$ cat config.mk
export PLATFORM = sky130hd
export DESIGN_NAME = kt8_dmem_sys
export DESIGN_NICKNAME = d
export VERILOG_FILES = /design/src/rtl/kt8_dmem_sys_pkg.sv /design/src/rtl/kt8_timer.sv /design/src/rtl/kt8_dmem_sys.sv
export SDC_FILE = /design/constraint.sdc
export NUM_CORES = 1
export LEC_CHECK = 0
export CORE_ASPECT_RATIO = 2
export CORE_MARGIN = 2
export CORE_UTILIZATION = 35
export DETAILED_ROUTE_END_ITERATION = 12
export SYNTH_ARGS = -nofsm -noshare
export SYNTH_HDL_FRONTEND = slang
export SYNTH_SLANG_ARGS = --single-unit
$ cat constraint.sdc
create_clock -name clk_i -period 1.6 [get_ports clk_i]
set_input_delay 0.16 -clock clk_i [delete_from_list [all_inputs] [get_ports clk_i]]
set_output_delay 0.16 -clock clk_i [all_outputs]
set_load 0.05 [all_outputs]
$ cat src/rtl/kt8_dmem_sys_pkg.sv
// kt8_dmem_sys_pkg: I/O register offsets, CTRL/STAT bit indices and default widths
package kt8_dmem_sys_pkg;
  localparam int DEF_DATA_W = 8;
  localparam int DEF_ADDR_W = 5;
  localparam logic [2:0] OFS_OUT  = 3'd0;
  localparam logic [2:0] OFS_IN   = 3'd1;
  localparam logic [2:0] OFS_CNT  = 3'd2;
  localparam logic [2:0] OFS_CMP  = 3'd3;
  localparam logic [2:0] OFS_CTRL = 3'd4;
  localparam logic [2:0] OFS_STAT = 3'd5;
  localparam int CTRL_EN    = 0;
  localparam int CTRL_CLR   = 1;
  localparam int CTRL_IE    = 2;
  localparam int STAT_MATCH = 0;
endpackage

$ cat src/rtl/kt8_timer.sv
// kt8_timer: prescaled compare timer with match flag and registered interrupt
module kt8_timer
  import kt8_dmem_sys_pkg::*;
#(
  parameter int DATA_W    = DEF_DATA_W,
  parameter int TMR_PRESC = 1
) (
  input  logic              clk_i,
  input  logic              rst_i,
  input  logic [DATA_W-1:0] wdata_i,
  input  logic              we_cnt_i,
  input  logic              we_cmp_i,
  input  logic              we_ctrl_i,
  input  logic              we_stat_i,
  output logic [DATA_W-1:0] cnt_o,
  output logic [DATA_W-1:0] cmp_o,
  output logic [2:0]        ctrl_o,
  output logic              match_o,
  output logic              irq_o
);
  localparam int PW = TMR_PRESC > 1 ? $clog2(TMR_PRESC) : 1;
  localparam logic [PW-1:0] P_LAST = PW'(TMR_PRESC - 1);
  logic [PW-1:0]     presc_q, presc_d;
  logic [DATA_W-1:0] cnt_q, cnt_d, cmp_q, cmp_d;
  logic [2:0]        ctrl_q, ctrl_d;
  logic              match_q, match_d, irq_q, irq_d;
  logic              en, tick, hit;
  // A CTRL write clearing EN stops the timer on that very edge; a CNT write overrides the tick
  always_comb begin
    en      = ctrl_q[CTRL_EN] & ~(we_ctrl_i & ~wdata_i[CTRL_EN]);
    tick    = en & (presc_q == P_LAST);
    hit     = tick & ~we_cnt_i & (cnt_q == cmp_q);
    presc_d = (!en || presc_q == P_LAST) ? '0 : presc_q + 1'b1;
    cnt_d   = we_cnt_i ? wdata_i : !tick ? cnt_q : (hit && ctrl_q[CTRL_CLR]) ? '0 : cnt_q + 1'b1;
    cmp_d   = we_cmp_i ? wdata_i : cmp_q;
    ctrl_d  = we_ctrl_i ? wdata_i[2:0] : ctrl_q;
    match_d = hit | (match_q & ~(we_stat_i & wdata_i[STAT_MATCH]));
    irq_d   = match_q & ctrl_q[CTRL_IE];
  end
  // Timer state registers
  always_ff @(posedge clk_i or posedge rst_i) begin
    if (rst_i) begin
      presc_q <= '0;
      cnt_q   <= '0;
      cmp_q   <= '0;
      ctrl_q  <= '0;
      match_q <= 1'b0;
      irq_q   <= 1'b0;
    end else begin
      presc_q <= presc_d;
      cnt_q   <= cnt_d;
      cmp_q   <= cmp_d;
      ctrl_q  <= ctrl_d;
      match_q <= match_d;
      irq_q   <= irq_d;
    end
  end
  assign cnt_o   = cnt_q;
  assign cmp_o   = cmp_q;
  assign ctrl_o  = ctrl_q;
  assign match_o = match_q;
  assign irq_o   = irq_q;
endmodule

$ cat src/rtl/kt8_dmem_sys.sv
// kt8_dmem_sys: KT8 data space with RAM, output port, synchronised input port and timer
module kt8_dmem_sys
  import kt8_dmem_sys_pkg::*;
#(
  parameter int DATA_W    = DEF_DATA_W,
  parameter int ADDR_W    = DEF_ADDR_W,
  parameter int RAM_DEPTH = 16,
  parameter int TMR_PRESC = 1
) (
  input  logic              clk_i,
  input  logic              rst_i,
  input  logic [ADDR_W-1:0] address_i,
  input  logic [DATA_W-1:0] data_i,
  input  logic              we_i,
  output logic [DATA_W-1:0] data_o,
  input  logic [DATA_W-1:0] gpio_i,
  output logic [DATA_W-1:0] gpio_o,
  output logic              irq_o
);
  localparam int RAM_AW = RAM_DEPTH > 1 ? $clog2(RAM_DEPTH) : 1;
  localparam logic [ADDR_W:0] IO_LO = (ADDR_W + 1)'(RAM_DEPTH);
  localparam logic [ADDR_W:0] IO_HI = (ADDR_W + 1)'(RAM_DEPTH + 8);
  logic [DATA_W-1:0] mem [RAM_DEPTH];
  logic [DATA_W-1:0] out_q, out_d, sync1_q, sync2_q, io_rd;
  logic [DATA_W-1:0] cnt, cmp;
  logic [2:0]        ctrl, ofs;
  logic              match, in_ram, io_sel, io_we;
  logic              we_cnt, we_cmp, we_ctrl, we_stat;
  // Address decode, write strobes and the combinational read mux
  always_comb begin
    in_ram  = {1'b0, address_i} < IO_LO;
    io_sel  = !in_ram && ({1'b0, address_i} < IO_HI);
    ofs     = address_i[2:0] - 3'(RAM_DEPTH);
    io_we   = we_i & io_sel;
    we_cnt  = io_we & (ofs == OFS_CNT);
    we_cmp  = io_we & (ofs == OFS_CMP);
    we_ctrl = io_we & (ofs == OFS_CTRL);
    we_stat = io_we & (ofs == OFS_STAT);
    out_d   = (io_we && ofs == OFS_OUT) ? data_i : out_q;
    io_rd   = ofs == OFS_OUT  ? out_q :
              ofs == OFS_IN   ? sync2_q :
              ofs == OFS_CNT  ? cnt :
              ofs == OFS_CMP  ? cmp :
              ofs == OFS_CTRL ? DATA_W'(ctrl) :
              ofs == OFS_STAT ? DATA_W'(match) : '0;
    data_o  = in_ram ? mem[address_i[RAM_AW-1:0]] : io_sel ? io_rd : '0;
  end
  // RAM write port; contents deliberately survive reset
  always_ff @(posedge clk_i) begin
    if (we_i && in_ram) mem[address_i[RAM_AW-1:0]] <= data_i;
  end
  // Output port register and two-flop input synchroniser
  always_ff @(posedge clk_i or posedge rst_i) begin
    if (rst_i) begin
      out_q   <= '0;
      sync1_q <= '0;
      sync2_q <= '0;
    end else begin
      out_q   <= out_d;
      sync1_q <= gpio_i;
      sync2_q <= sync1_q;
    end
  end
  kt8_timer #(.DATA_W(DATA_W), .TMR_PRESC(TMR_PRESC)) u_timer (
    .clk_i     (clk_i),
    .rst_i     (rst_i),
    .wdata_i   (data_i),
    .we_cnt_i  (we_cnt),
    .we_cmp_i  (we_cmp),
    .we_ctrl_i (we_ctrl),
    .we_stat_i (we_stat),
    .cnt_o     (cnt),
    .cmp_o     (cmp),
    .ctrl_o    (ctrl),
    .match_o   (match),
    .irq_o     (irq_o)
  );
  assign gpio_o = out_q;
endmodule
==> results.yml <==
global_route:
  antenna_found_initial: 0
  grt-ovfl-total: 0
  grt_pass1_vias: 4755
  grt_max_degree: 25
  grt_pass1_wl_um: 28780
  track_usage_pct: 18.21
synth:
  ys_async_sr_fraction_pct: 26.44
  netlist_area_um2: 7331
  synthCells: 447
  synth_fp_nets: 472
  ys_types: 47
  synthFlopType: "edfxtp_1"
  synth_seq_cells: 174
  ys_seq_area_share_pct: 68.13
  yosys_warnings: 0
  synth_edf_count: 128
  syn_area_per_cell_um2: 16.40
route:
  routedWlPerCell_um: 21.95
  routed-wl-met2_um: 11280
  drt_iter0_drc: 270
  wl_met3_um: 554
  drtAntennaViolNets: 0
  routed_via_density: 5.116
  vias: 4400
  drc: 0
  dr.pass1.iters: 5
  wl_um: 18880
  wl_met1_um: 6237
  routed.top_layer: "met4"
clocking:
  insertion_delay_ns: 0.44
  tritoncts: "yes"
  cts_sinks: 174
  clk_pin_slew_ns: 0.07
  cts_max_level: 4
  clk_path_buf_depth: 2
  cts_buffers: 17
  clockRootBuffer: "clkbuf_16"
cells_and_area:
  layout_commonest_cell: "edfxtp_1"
  utilization_pct: 47.54
  area_delta_synth_final_pct: 32.70
  final_cell_mix: "edfxtp_1 (128), buf_4 (93), dfrtp_1 (44)"
  fin_nets: 606
  drive_above_1_share_pct: 44.44
  diodes: 0
  nFillCells: 1735
timing:
  finalSetupViolCount: 14
  hold_slack_ns: 0.1494
  period_minus_slack_ns: 2.185
  finalHoldViolCount: 0
  slew_viol_final: 0
  finalCritPeriodShare_pct: 136.6
  rsz0062_at_grt: "true"
  setup_ws_ns: -0.5848
  fmax_mhz: 457.7
  skew_ns: 0.006696
worst_setup_path:
  arrival_ns: 2.02
  critPathRequiredTime_ns: 1.44
  crit_path_max_fanout: 1
  cp-start-kind: "register"
  endpoint_kind: "output port"
  reg2reg_slack_ns: -0.02
  crit_type: "register to output port"
min_path:
  hp-class: "input pin to register"
floorplanning:
  die_h_um: 208.7
  dieArea_um2: 22190
  fp.dieW_um: 106.3
  row_count: 74
  core-area_um2: 20460
  io_pins: 41
  start_util_pct: 35.83
place:
  gp_congestion: 0.8757
  io_buffers: 40
  hpwl_um: 14170
  pre_cts_ws_ns: -0.5300
outcome:
  status: "finished, violations left"
  violations: "negative setup slack"
pwr:
  power_leakage_nw: 3.543
  power_mw: 11.24
  power.density_nw_per_um2: 1156
  ir_drop_v: 0.0007611
job:
  drv_cap: 0
-- Yosys cell counts (2+ instances only) --
cell type / n / area share (%)
mux2_2: 21 / 3.2
a31oi_1: 2 / 0.17
a21oi_2: 3 / 0.36
o211ai_1: 3 / 0.31
mux2i_1: 17 / 2.3
buf_6: 3 / 0.46
mux4_2: 33 / 10
and3_1: 5 / 0.43
buf_4: 6 / 0.61
o22ai_1: 2 / 0.17
nand3b_1: 2 / 0.20
nand2b_1: 4 / 0.34
nand3_1: 18 / 1.2
nor2b_1: 4 / 0.34
nor4_1: 6 / 0.51
nand2_1: 16 / 0.82
a21oi_1: 11 / 0.75
clkbuf_1: 10 / 0.51
o21ai_0: 11 / 0.75
nor2_1: 23 / 1.2
buf_2: 9 / 0.61
dfrtp_1: 46 / 16
inv_1: 9 / 0.46
o21ai_1: 2 / 0.14
or2_2: 4 / 0.34
xor2_1: 8 / 0.96
o221ai_1: 2 / 0.24
or3_1: 6 / 0.51
nor4b_1: 2 / 0.24
a22oi_1: 3 / 0.31
nor3_1: 11 / 0.75
o22a_1: 2 / 0.24
nor3b_1: 2 / 0.20
edfxtp_1: 128 / 52
-- routing by layer --
metal	GRT usage [%]	vias up
li1	-	1998
met1	17.77	2267
met2	34.53	105
met3	3.587	30
met4	10.53	0
met5	0	-
-- logic make-up (layout without fill, tap and decap cells) --
logic type                 count (synthesis)  in the layout  synth area share [%]
muxes                                     71             71                 15.69
AOI/OAI and AO/OA                         46             46                 4.318
and+or+nand+nor                          109            109                 8.022
other                                      1              1               0.05115
buffers and inverters                     37            184                 2.662
DFF                                      174            174                 68.13
xor gates and xnor gates                   8              8                0.9558
adders and majority gates                  1              1                0.1707
-- sequential cells by signal (all words and copies together), names as in the netlist --
| name | flops |
|---|---|
| u_timer.ctrl_o | 3 |
| gpio_o | 8 |
| u_timer.match_o | 1 |
| sync2_q | 8 |
| u_timer.cnt_o | 8 |
| sync1_q | 8 |
| u_timer.presc_q | 1 |
| mem | 128 |
| u_timer.cmp_o | 8 |
| u_timer.irq_o | 1 |
-- stage by stage --
stage / cell area (um^2) / std cells / TNS (ns)
floorplan: 7482 / 447 / -4.298
global placement: 9020 / 828 / -64.82
detailed placement: 9020 / 828 / -65.32
CTS: 9679 / 860 / -4.670
global route: 9728 / 860 / -5.571
finish: 9728 / 860 / -4.213
-- worst max-delay path: stages, from the launching register on --
cell       delay, ns
edfxtp_1        0.38
mux4_2          0.54
mux2i_1         0.21
or3_1           0.14
o211ai_1        0.11
clkbuf_16       0.21
-- where the power goes --
group / total, mW / internal (mW) / switching (mW)
registers: 5.22 / 5.06 / 0.160
clock network: 4.07 / 2.19 / 1.87
logic: 1.96 / 0.937 / 1.02
total: 11.2 / 8.19 / 3.06
-- final timing paths --
path | startpoint | endpoint | cells after the start
setup / recovery | mem[10][0] | data_o[0] | 5
hold / removal | gpio_i[3] | sync1_q[3] | 1
setup reg to reg | u_timer.cnt_o[0] | u_timer.cnt_o[2] | 7
hold reg to reg | sync1_q[5] | sync2_q[5] | 0
max in group asynchronous | rst_i | gpio_o[7] | 4
min in group asynchronous | rst_i | sync2_q[2] | 3
-- layout make-up --
type                            count  area, um^2  share of cell area, %
Tap cell                          266       332.8                  3.421
Clock buffer                       17       425.4                  4.373
Timing Repair Buffer              143        1421                  14.61
Multi-Input combinational cell    236        2369                  24.35
Clock inverter                     15       148.9                  1.531
Inverter                            9       33.78                 0.3473
Sequential cell                   174        4997                  51.37
-- timing repair --
item,CTS,global route
pin swaps,4,15
setup endpoints to repair,25,16
hold endpoints to repair,12,0
gates resized for setup,18,21
hold buffers,1,0
buffers inserted,2,1
Power figures use the tool's default switching activity.
